--- config.mk ---
export PLATFORM = sky130hd
export DESIGN_NAME = countdown_timer_ctrl
export DESIGN_NICKNAME = d
export VERILOG_FILES = /design/src/rtl/countdown_timer_ctrl.sv
export SDC_FILE = /design/constraint.sdc
export NUM_CORES = 1
export LEC_CHECK = 0
export BUFFER_PORTS_ARGS = -buffer_cell sky130_fd_sc_hd__buf_2
export CORE_UTILIZATION = 52
export DETAILED_ROUTE_END_ITERATION = 16
export GPL_ROUTABILITY_DRIVEN = 0
export PLACE_DENSITY_LB_ADDON = 0.25
export SLEW_MARGIN = 30
export SYNTH_ARGS = -nofsm -noshare
export SYNTH_HDL_FRONTEND = slang
export SYNTH_SLANG_ARGS = --single-unit
--- constraint.sdc ---
create_clock -name CLK -period 2.5 [get_ports CLK]
set_input_delay 0.5 -clock CLK [delete_from_list [all_inputs] [get_ports CLK]]
set_output_delay 0.5 -clock CLK [all_outputs]
set_load 0.02 [all_outputs]
--- src/rtl/countdown_timer_ctrl.sv ---
//------------------------------------------------------------------------------
// countdown_timer_ctrl
//   mm:ss BCD countdown with a set/run/pause/alarm state machine.
//   Rev 1.0 - initial release
//------------------------------------------------------------------------------
`timescale 1ns/1ps
`default_nettype none

module countdown_timer_ctrl #(
   parameter int MAX_MIN     = 99,
   parameter int ALARM_TICKS = 10
) (
   input  logic       CLK,
   input  logic       CLR_N,
   input  logic       TICK,
   input  logic       KEY_INC,
   input  logic       KEY_DEC,
   input  logic       KEY_SEL,
   input  logic       KEY_START,
   output logic [3:0] MIN_T,
   output logic [3:0] MIN_O,
   output logic [3:0] SEC_T,
   output logic [3:0] SEC_O,
   output logic       EDIT_MIN,
   output logic [1:0] STATE,
   output logic       RUNNING,
   output logic       ALARM
);

   typedef enum logic [1:0] {
      ST_SET   = 2'b00,
      ST_RUN   = 2'b01,
      ST_PAUSE = 2'b10,
      ST_ALARM = 2'b11
   } state_t;

   localparam logic [3:0] c_max_t      = 4'(MAX_MIN / 10);
   localparam logic [3:0] c_max_o      = 4'(MAX_MIN % 10);
   localparam logic [7:0] c_alarm_last = 8'(ALARM_TICKS - 1);

   state_t     r_state;
   logic [3:0] r_min_t, r_min_o, r_sec_t, r_sec_o;
   logic       r_edit_min, r_running, r_alarm;
   logic [7:0] r_cnt;

   logic       w_sec_zero, w_min_zero, w_min_max, w_rd_zero, w_any_key;
   logic [3:0] w_si_t, w_si_o, w_sd_t, w_sd_o;
   logic [3:0] w_mi_t, w_mi_o, w_md_t, w_md_o;
   logic [3:0] w_rd_min_t, w_rd_min_o;

   state_t     w_state_nxt;
   logic [3:0] w_min_t_nxt, w_min_o_nxt, w_sec_t_nxt, w_sec_o_nxt;
   logic       w_edit_nxt;
   logic [7:0] w_cnt_nxt;

   // Field-wise BCD +1/-1 with wrap, and the whole-value borrow chain for RUN
   always_comb begin
      w_sec_zero = (r_sec_t == 4'd0) && (r_sec_o == 4'd0);
      w_min_zero = (r_min_t == 4'd0) && (r_min_o == 4'd0);
      w_min_max  = (r_min_t == c_max_t) && (r_min_o == c_max_o);
      w_any_key  = KEY_INC | KEY_DEC | KEY_SEL | KEY_START;

      w_si_t = r_sec_t;
      w_si_o = r_sec_o + 4'd1;
      if (r_sec_o == 4'd9) begin
         w_si_o = 4'd0;
         w_si_t = (r_sec_t == 4'd5) ? 4'd0 : r_sec_t + 4'd1;
      end

      w_sd_t = r_sec_t;
      w_sd_o = r_sec_o - 4'd1;
      if (r_sec_o == 4'd0) begin
         w_sd_o = 4'd9;
         w_sd_t = (r_sec_t == 4'd0) ? 4'd5 : r_sec_t - 4'd1;
      end

      w_mi_t = r_min_t;
      w_mi_o = r_min_o + 4'd1;
      if (w_min_max) begin
         w_mi_t = 4'd0;
         w_mi_o = 4'd0;
      end else if (r_min_o == 4'd9) begin
         w_mi_t = r_min_t + 4'd1;
         w_mi_o = 4'd0;
      end

      w_md_t = r_min_t;
      w_md_o = r_min_o - 4'd1;
      if (w_min_zero) begin
         w_md_t = c_max_t;
         w_md_o = c_max_o;
      end else if (r_min_o == 4'd0) begin
         w_md_t = r_min_t - 4'd1;
         w_md_o = 4'd9;
      end

      w_rd_min_t = w_sec_zero ? w_md_t : r_min_t;
      w_rd_min_o = w_sec_zero ? w_md_o : r_min_o;
      w_rd_zero  = (w_rd_min_t == 4'd0) && (w_rd_min_o == 4'd0) &&
                   (w_sd_t == 4'd0) && (w_sd_o == 4'd0);
   end

   always_comb begin
      w_state_nxt = r_state;
      w_min_t_nxt = r_min_t;
      w_min_o_nxt = r_min_o;
      w_sec_t_nxt = r_sec_t;
      w_sec_o_nxt = r_sec_o;
      w_edit_nxt  = r_edit_min;
      w_cnt_nxt   = r_cnt;
      case (r_state)
         ST_SET: begin
            if (KEY_START) begin
               if (!(w_min_zero && w_sec_zero)) w_state_nxt = ST_RUN;
            end else if (KEY_SEL) begin
               w_edit_nxt = !r_edit_min;
            end else if (KEY_INC) begin
               if (r_edit_min) begin
                  w_min_t_nxt = w_mi_t;
                  w_min_o_nxt = w_mi_o;
               end else begin
                  w_sec_t_nxt = w_si_t;
                  w_sec_o_nxt = w_si_o;
               end
            end else if (KEY_DEC) begin
               if (r_edit_min) begin
                  w_min_t_nxt = w_md_t;
                  w_min_o_nxt = w_md_o;
               end else begin
                  w_sec_t_nxt = w_sd_t;
                  w_sec_o_nxt = w_sd_o;
               end
            end
         end
         ST_RUN: begin
            if (TICK) begin
               w_min_t_nxt = w_rd_min_t;
               w_min_o_nxt = w_rd_min_o;
               w_sec_t_nxt = w_sd_t;
               w_sec_o_nxt = w_sd_o;
            end
            // Reaching 00:00 takes precedence over a simultaneous stop request
            if (TICK && w_rd_zero) begin
               w_state_nxt = ST_ALARM;
               w_cnt_nxt   = 8'd0;
            end else if (KEY_START) begin
               w_state_nxt = ST_PAUSE;
            end
         end
         ST_PAUSE: begin
            if (KEY_START)    w_state_nxt = ST_RUN;
            else if (KEY_SEL) w_state_nxt = ST_SET;
         end
         ST_ALARM: begin
            if (w_any_key) begin
               w_state_nxt = ST_SET;
               w_cnt_nxt   = 8'd0;
            end else if (TICK) begin
               if (r_cnt == c_alarm_last) begin
                  w_state_nxt = ST_SET;
                  w_cnt_nxt   = 8'd0;
               end else begin
                  w_cnt_nxt = r_cnt + 8'd1;
               end
            end
         end
         default: w_state_nxt = ST_SET;
      endcase
   end

   always_ff @(posedge CLK or negedge CLR_N) begin
      if (!CLR_N) begin
         r_state    <= ST_SET;
         r_min_t    <= 4'd0;
         r_min_o    <= 4'd0;
         r_sec_t    <= 4'd0;
         r_sec_o    <= 4'd0;
         r_edit_min <= 1'b0;
         r_running  <= 1'b0;
         r_alarm    <= 1'b0;
         r_cnt      <= 8'd0;
      end else begin
         r_state    <= w_state_nxt;
         r_min_t    <= w_min_t_nxt;
         r_min_o    <= w_min_o_nxt;
         r_sec_t    <= w_sec_t_nxt;
         r_sec_o    <= w_sec_o_nxt;
         r_edit_min <= w_edit_nxt;
         r_running  <= (w_state_nxt == ST_RUN);
         r_alarm    <= (w_state_nxt == ST_ALARM);
         r_cnt      <= w_cnt_nxt;
      end
   end

   assign MIN_T    = r_min_t;
   assign MIN_O    = r_min_o;
   assign SEC_T    = r_sec_t;
   assign SEC_O    = r_sec_o;
   assign EDIT_MIN = r_edit_min;
   assign STATE    = r_state;
   assign RUNNING  = r_running;
   assign ALARM    = r_alarm;

endmodule

`default_nettype wire
==> metrics.md <==
| Metric | Value |
|---|---|
| Status | completed |
| RSZ-0062 raised after global routing | no |
| First-pass GRT wire length | 9.18 mm |
| Routed Antenna Nets | 0 |
| Via Count | 2201 |
| First-pass DRT Iterations | 4 |
| Clock slew at reported path FFs | 0.07 ns |
| Critical Path, Cell by Cell | or4_4 -> nor2_2 -> xor2_1 -> or4_4 -> a21o_4 -> a211o_1 |
| Critical Path AT | 2.61 ns |
| Critical Path Slowest Stage Cell | or4_4 |
| CP peak stage delay | 0.57 ns |
| Top cells by area, synth | dfrtp_1 (33%), o21ai_0 (6.0%), nand3_1 (4.1%), o31ai_1 (3.8%), a21oi_1 (3.4%) |
| Inst Count DP | between 300 and 400 |
| CTS tree | done |
| Worst ir drop on vdd | 0.000573 V |
| Row Count | 23 |
| CTS Buf Count | 5 |
| Clock skew | 0.00744 ns |
| Setup crit start kind | register |
| Die height | 66.7 um |
| Vias in the first global route | 1928 |
| Antenna violations before repair | 0 |
| DIE AREA | 4450 sq um |
| Post-synthesis sequential area ratio | 33.3% |
| Die width | 66.7 um |
| Later-pin clock latency in the skew report | 0.29 ns |
| Routed wire length per instance | 15.6 um |
| Final min period | 2.43 ns |
| Ys async rst share | 100% |
| Worst slew pin tran | 0.684 ns |
| Synth warn | 0 |
| Area leader, netlist | dfrtp_1 |
| CP most frequent cell | or4_4 |
| Synth Flop Type | dfrtp_1 |
| Longest Clk Path Bufs | 2 |
| # setup viols final | 0 |
| GRT Resource Usage Total | between 20% and 30% |
| Sink Count | 29 |
| Max-slew violations | 0 |
| ANT cells | 0 |
| Syn_nets | 275 |
| Worst slack at placement | 0.0730 ns |
| Fin Setup TNS | 0 ns |
| Syn Area/Cell | 8.32 sq um |
| Final nets | 318 |
| Crit end category | register |
| Final setup margin | 0.0708 ns |
| Reg2reg setup slack | just over 0.07 ns |
| Initial Util | between 50% and 60% |
| Filler cells | 339 |
| Clock Root Buffer | clkbuf_8 |
| Leak Pwr | 1.19 nW |
| Largest net degree at the start of global routing | 30 |
| Hold WS | ~0.24 ns |
| Syn Std Cell Area | between 2000 and 2500 sq um |
| Synth cell types | 51 |
| Cell Pwr Density | 1180 nW/um^2 |
| Cts repair resizes | 0 |
| IO Pins | 28 |
| Cells after Synth | 262 |
| CP max FO | 8 |
| Relative slew slack | about 54% |
| Buffers on Ports | 27 |
| Number of synthesized flops with an enable pin | 0 |
| 1st-iter DRT viols | between 150 and 200 |
| Via-per-instance ratio | roughly 6.2 |
| H-tree Lvls | 2 |
| Core Footprint | 4000 sq um |
| Setup Fix Bufs, Post-CTS | 0 |
| Final std cells w/o fill | 356 |
| Final hold violation count | 0 |
| MaxCap Viol Count | 0 |
| Critical path class | reg -> reg |
| Achievable frequency | just over 0.4 GHz |
| Share of cells above drive strength 1 | 24.5% |
| Worst Path Buf+Inv | 0 |
| Worst min path class | in -> async |
| Area growth syn-to-layout | 20.6% |
| CP required | 2.68 ns |
| CP top delay family | simple AND/OR/NAND/NOR gates |
| WL final | about 5.5 mm |
| Tot Pwr | 3.11 mW |
| Final period utilization | 97.2% |
| Post-cts hold buffer count | 0 |
| Share of the synthesized area in the top cell type | 33.3% |
| Global route overflow | 0 |
| Post-DP HPWL | ~4.1 mm |
| Synth Register Bits | 29 |
| Post-route DRC | 0 |
synth_stat cells (4+ instances only):
| library cell | number |
|---|---|
| nor2_1 | 19 |
| nor3_1 | 8 |
| o21ai_0 | 26 |
| a31oi_1 | 4 |
| ha_1 | 6 |
| a21oi_1 | 15 |
| and3_1 | 8 |
| xor2_1 | 5 |
| dfrtp_1 | 29 |
| nand3_1 | 18 |
| inv_1 | 12 |
| nand2_1 | 18 |
| clkbuf_1 | 6 |
| xnor2_1 | 5 |
| a21o_1 | 9 |
| o31ai_1 | 11 |
| buf_2 | 8 |
state kept, by name, indices dropped and copies added, names as in the netlist:
name and count:
STATE 2, SEC_O 4, EDIT_MIN 1, MIN_O 4
MIN_T 4, RUNNING 1, r_cnt 8, SEC_T 4
ALARM 1
power breakdown:
group / leakage, nW / total (mW) / internal [mW] / switching (mW)
sequential: 0.364 / 0.825 / 0.622 / 0.202
clock: 0.0574 / 0.525 / 0.324 / 0.201
combinational: 0.772 / 1.76 / 0.725 / 1.03
metal layers:
metal  global-route usage (%)  vias up  part of all wire [%]  wire [um]
met5                        0        -                     0          0
met4                     10.1        0                   1.7         92
met3                     4.97       10                   6.2        345
met2                     40.5       61                    44       2420
met1                     39.8     1064                    49       2690
li1                         -     1066                     -          -
worst register-to-register path, cell delays in order, from the launching register on:
cell,delay (ns)
dfrtp_2,0.45
or4_4,0.57
nor2_2,0.13
xor2_1,0.07
or4_4,0.54
a21o_4,0.26
a211o_1,0.30
final timing paths:
| check | start | endpoint | cells past startpoint |
|---|---|---|---|
| max in group asynchronous | CLR_N | SEC_O[3]$_DFFE_PN0P_ | 1 |
| min in group CLK | r_cnt[1]$_DFFE_PN0P_ | r_cnt[1]$_DFFE_PN0P_ | 1 |
| setup / recovery | SEC_O[3]$_DFFE_PN0P_ | r_cnt[5]$_DFFE_PN0P_ | 6 |
| setup reg to reg | SEC_O[3]$_DFFE_PN0P_ | r_cnt[5]$_DFFE_PN0P_ | 6 |
| hold / removal | CLR_N | r_cnt[7]$_DFFE_PN0P_ | 1 |
| hold reg to reg | r_cnt[1]$_DFFE_PN0P_ | r_cnt[1]$_DFFE_PN0P_ | 1 |
through the flow:
step,area (sq um),utilization (%)
after CTS,2630,65.7
after global placement,2510,62.7
after detailed placement,2510,62.7
final,2630,65.7
after global routing,2630,65.7
after floorplan,2210,-
layout make-up:
cell class,instances,area (sq um),share of cell area [%]
flip-flops and latches,29,731,27.8
well taps,50,62.6,2.38
inverters,12,45.0,1.71
multi-input cells,206,1360,51.5
clock buffers,6,82.6,3.14
repair buffers,51,315,12.0
clock inverters,2,37.5,1.43
logic make-up after synthesis:
family | after synthesis | share of synthesized area [%]
simple gates | 96 | 24.7
compound gates | 90 | 27.2
flops | 29 | 33.3
buf+inv | 27 | 5.45
xor+xnor | 10 | 4.02
fa+ha+maj | 6 | 3.44
mux | 4 | 1.89
placed cells by master, fill, tap and decap left out, drive strengths merged, types with 8 or more instances in the layout:
cell   Yosys  routed
a21o      10      10
inv       12      12
a21oi     15      15
buf        9      51
o31ai     11      11
nand3     18      18
nand2     18      18
nor2      19      19
and3       8       8
dfrtp     29      29
nor3       8       8
o21ai     26      26
No activity file was read; power rests on OpenSTA's default activity.
